File: src/rtl/fetch_unit.sv
// Instruction fetch unit: credit-limited request issue, in-order response buffer,
// redirect handling with stale-response discard counting.
module fetch_unit #(
  parameter logic [31:0] RESET_PC = 32'h0000_0000,
  parameter int unsigned DEPTH    = 2
) (
  input  logic        clk,
  input  logic        rst_n,
  output logic        imem_req,
  output logic [31:0] imem_addr,
  input  logic        imem_gnt,
  input  logic        imem_rvalid,
  input  logic [31:0] imem_rdata,
  input  logic        redirect_valid,
  input  logic [31:0] redirect_pc,
  output logic        instr_valid,
  input  logic        instr_ready,
  output logic [31:0] instr,
  output logic [31:0] instr_pc
);

  localparam int unsigned CW = $clog2(DEPTH + 1);
  localparam int unsigned PW = $clog2(DEPTH);
  localparam int unsigned SW = CW + 2;

  logic [31:0]   r_fetch_pc;
  logic [31:0]   r_instr_pc;
  logic [CW-1:0] r_count;
  logic [CW-1:0] r_outstanding;
  logic [CW-1:0] r_discard;
  logic [PW-1:0] r_head;
  logic [PW-1:0] r_tail;
  logic [31:0]   r_buf [DEPTH];

  logic          w_grant;
  logic          w_drop;
  logic          w_push;
  logic          w_pop;
  logic          w_answered;
  logic [SW-1:0] w_credit_used;
  logic [CW-1:0] w_discard_redir;
  logic [31:0]   w_redirect_pc;

  always_comb begin
    // Responses already marked for discard still occupy a credit until they return.
    w_credit_used   = SW'(r_outstanding) + SW'(r_discard) + SW'(r_count);
    imem_req        = rst_n && !redirect_valid && (w_credit_used < SW'(DEPTH));
    imem_addr       = r_fetch_pc;
    instr_valid     = rst_n && (r_count != '0);
    instr           = r_buf[r_head];
    instr_pc        = r_instr_pc;
    w_grant         = imem_req && imem_gnt;
    w_drop          = imem_rvalid && (r_discard != '0);
    w_answered      = imem_rvalid && (r_discard == '0);
    w_push          = w_answered && !redirect_valid;
    w_pop           = instr_valid && instr_ready;
    w_redirect_pc   = redirect_pc & ~32'h0000_0003;
    w_discard_redir = CW'(SW'(r_outstanding) + SW'(r_discard) - SW'(imem_rvalid));
  end

  always_ff @(posedge clk) begin
    if (!rst_n) begin
      r_fetch_pc    <= RESET_PC;
      r_instr_pc    <= RESET_PC;
      r_count       <= '0;
      r_outstanding <= '0;
      r_discard     <= '0;
      r_head        <= '0;
      r_tail        <= '0;
    end else if (redirect_valid) begin
      r_fetch_pc    <= w_redirect_pc;
      r_instr_pc    <= w_redirect_pc;
      r_count       <= '0;
      r_outstanding <= '0;
      r_discard     <= w_discard_redir;
      r_head        <= '0;
      r_tail        <= '0;
    end else begin
      if (w_grant) r_fetch_pc <= r_fetch_pc + 32'd4;
      if (w_pop) begin
        r_instr_pc <= r_instr_pc + 32'd4;
        r_head     <= r_head + PW'(1);
      end
      if (w_push) r_tail <= r_tail + PW'(1);
      r_count       <= r_count + CW'(w_push) - CW'(w_pop);
      r_outstanding <= r_outstanding + CW'(w_grant) - CW'(w_answered);
      r_discard     <= r_discard - CW'(w_drop);
    end
  end

  always_ff @(posedge clk) begin
    if (w_push) r_buf[r_tail] <= imem_rdata;
  end

  a_no_overflow: assert property (@(posedge clk) disable iff (!rst_n)
    !(w_push && (r_count == CW'(DEPTH))))
    else $error("fetch_unit: push into full instruction buffer");

endmodule

File: config.mk
export PLATFORM = sky130hd
export DESIGN_NAME = fetch_unit
export DESIGN_NICKNAME = d
export VERILOG_FILES = /design/src/rtl/fetch_unit.sv
export SDC_FILE = /design/constraint.sdc
export NUM_CORES = 1
export LEC_CHECK = 0
export ABC_AREA = 1
export CAP_MARGIN = 20
export CORE_MARGIN = 5
export CORE_UTILIZATION = 40
export CTS_BUF_LIST = sky130_fd_sc_hd__clkbuf_4
export DETAILED_ROUTE_END_ITERATION = 12
export MAX_ROUTING_LAYER = met4
export PLACE_DENSITY = 0.69
export SYNTH_ARGS = -nofsm -noshare
export SYNTH_HDL_FRONTEND = slang
export SYNTH_SLANG_ARGS = --single-unit
File: constraint.sdc
create_clock -name clk -period 2.9 [get_ports clk]
set_input_delay 0.58 -clock clk [delete_from_list [all_inputs] [get_ports clk]]
set_output_delay 0.58 -clock clk [all_outputs]
set_load 0.05 [all_outputs]
==> flow_metrics.tcl <==
set metrics [dict create \
    outcome "finished, violations left" \
    violations "setup timing" \
    place_congestion 0.9512 \
    critical_path_peak_fanout 2 \
    diodes 0 \
    finalSetupTns_ns -0.3366 \
    hold_path_class "reg -> reg" \
    antenna_found_initial 0 \
    postCtsHoldBufs 0 \
    start_util 0.4098 \
    hold_violations 0 \
    fin_nets 1162 \
    whs_ns 0.4993 \
    slowest_stage "fa_1" \
    dpl_cell_area_um2 9021 \
    via_count 6573 \
    met1_usage 0.2710 \
    cellLeakagePower_nw 3.662 \
    clock_skew_ns 0.01648 \
    grt-busiest-layer "met2" \
    setup_ws_ns -0.1999 \
    clock.fmax_mhz 322.6 \
    yosys_warnings 0 \
    multiInputGateArea_um2 3339 \
    netlist_instances 911 \
    cp_cell_sequence "ha_4 -> fa_1 -> inv_1 -> fa_1 -> nand2_2 -> nor2_4 -> nand2_2 -> inv_2 -> buf_12" \
    ios 168 \
    dpl.cell_count 1283 \
    syn2layout_area_growth_pct 32.49 \
    mostFrequentLayoutCells "274 x nand2_1, 127 x clkdlybuf4s50_1, 113 x nor2_1" \
    drtPass1Iterations 5 \
    ys_types 35 \
    syn_avg_cell_area_um2 7.808 \
    synth.cell_area_um2 7113 \
    die_area_um2 20550 \
    setup.worst_path.class "reg -> out" \
    insertion_delay_ns 0.56 \
    cts_num_sinks 133 \
    power_mw 4.583 \
    required_ns 2.32 \
    drc 0 \
    grt_pass1_vias 6377 \
    die_y_um 143.4 \
    yosysSeqAreaShare 0.4644 \
    crit_arrival_ns 2.52 \
    rsz0062_at_grt "true" \
    path_clk_slew_ns 0.12 \
    io_buffers 161 \
    setup.worst_path.start_class "flip-flop" \
    cpPeakStageDelay_ns 0.49 \
    drv_cap 0 \
    power_density_nw_per_um2 486.3 \
    min_period_ns 3.100 \
    post-dp-hpwl_um 15670 \
    routed_wirelength_um 21140 \
    clk_path_buf_depth 2 \
    layout_commonest_cell "nand2_1" \
    dr.first_iter.drc_count 405 \
    worst_slew_pin_slew_ns 0.5824 \
    cts_root_buf "clkbuf_4" \
    detail-route-antenna-nets 0 \
    stdcell_area_um2 9424 \
    setup.worst_path.end_class "primary output" \
    wl_per_cell_um 16.04 \
    nFillCells 1610 \
    h-tree-depth 4 \
    die_w_um 143.4 \
    grt_max_degree 51 \
    irDropWorstVdd_v 0.0002571 \
    drive_above_1_share 0.1345 \
    core-area_um2 17360 \
    met3_usage 0.04160 \
    period_share 1.069 \
    regArea_um2 3308 \
    avgViaCountPerCell 4.987 \
    cts_tree "done" \
    rows 48 \
    setup_viol 2 \
    overflow 0 \
    grt_util_met2 0.3284 \
    max_slew_margin 0.6117 \
    drv_slew 0 \
    ys_ff_latch 133 \
    grt_pass1_wl_um 32910 \
    track_usage 0.2109 \
    instances_no_fill 1318 \
    cts_buffers 17 \
]
registers in the layout, indices dropped and copies added (netlist names), named ones only:
name and cells:
r_discard 2, r_buf 64, r_tail 1, instr_pc 30, r_count 2, imem_addr 30
r_outstanding 2, r_head 1
report_power, final:
group / leakage (nW) / switching (mW) / total (mW) / internal, mW
clock: 0.162 / 0.740 / 1.44 / 0.700
combinational: 2.35 / 0.602 / 0.983 / 0.380
sequential: 1.15 / 0.0977 / 2.16 / 2.06
total: 3.66 / 1.44 / 4.58 / 3.14
layer usage:
metal	vias up	wire length [um]	share of wire
li1	3278	-	-
met1	2991	9267	0.44
met2	268	9449	0.45
met3	36	1858	0.088
met4	0	563	0.027
met5	-	0	0
path summary, 6_finish.rpt:
kind,startpoint,slack (ns),to,depth (start not counted)
max reg2reg,r_discard[0],-0.14,r_outstanding[1],15
min,r_tail,0.50,r_tail,2
max,r_discard[0],-0.20,imem_req,9
min reg2reg,r_tail,0.50,r_tail,2
kinds of logic after synthesis:
kind of cell / after synthesis / share of synthesized area
fa+ha+maj: 12 / 0.02322
mux: 32 / 0.05066
flops: 133 / 0.4644
buf+inv: 127 / 0.07687
other cells: 1 / 0.0005272
compound gates: 100 / 0.07370
xor+xnor: 23 / 0.02832
simple gates: 483 / 0.2823
cells in the mapped netlist:
| library cell | instances | area [um^2] |
|---|---|---|
| nand2_1 | 276 | 1036 |
| nor2_1 | 115 | 431.7 |
| inv_1 | 94 | 352.8 |
| dfxtp_1 | 69 | 1381 |
| edfxtp_1 | 64 | 1922 |
| nand3_1 | 56 | 280.3 |
| a21oi_1 | 55 | 275.3 |
| mux2_2 | 32 | 360.4 |
| o21ai_0 | 31 | 155.2 |
| xor2_1 | 12 | 105.1 |
| xnor2_1 | 11 | 96.34 |
| clkbuf_1 | 10 | 37.54 |
| ha_1 | 10 | 125.1 |
| a31oi_1 | 8 | 50.05 |
| buf_4 | 8 | 60.06 |
| nand3b_1 | 7 | 52.55 |
| nor2_2 | 6 | 37.54 |
| nand4_1 | 5 | 31.28 |
| buf_2 | 4 | 20.02 |
| buf_6 | 4 | 45.04 |
| nand2_2 | 4 | 25.02 |
| nor3_1 | 4 | 20.02 |
| a21boi_0 | 3 | 22.52 |
| inv_2 | 3 | 11.26 |
| nor2_4 | 3 | 33.78 |
| or2_2 | 3 | 18.77 |
| and2_1 | 2 | 12.51 |
| buf_1 | 2 | 7.510 |
| fa_1 | 2 | 40.04 |
| inv_4 | 2 | 12.51 |
| o21a_1 | 2 | 15.01 |
| conb_1 | 1 | 3.750 |
| nand2_4 | 1 | 11.26 |
| nand3_4 | 1 | 17.52 |
| o22ai_1 | 1 | 6.260 |
per-stage QoR:
step	utilization	setup slack (ns)
after floorplan	-	-0.1586
after global placement	0.5198	0.06040
after detailed placement	0.5198	-0.01729
after CTS	0.5404	-0.2329
after global routing	0.5430	-0.3206
final	0.5430	-0.1999
critical path, delay by kind of cell, from the launching register on:
family        cells  cell delay (ns)
buf+inv           3             0.26
simple gates      3             0.22
fa+ha+maj         3             1.13
flops             1             0.37
repair_timing:
item / in CTS / in global routing
endpoints found under the setup margin: 2 / 21
setup buffers: 2 / 1
resized for setup: 5 / 9
pin swaps: 2 / 2
layout make-up:
class | count | share of cell area
inverters | 99 | 0.04076
flip-flops and latches | 133 | 0.3510
well taps | 225 | 0.02987
repair buffers | 175 | 0.1885
multi-input cells | 654 | 0.3544
clock buffers | 18 | 0.01434
clock inverters | 14 | 0.02111
(Power assumes the default switching activity.)
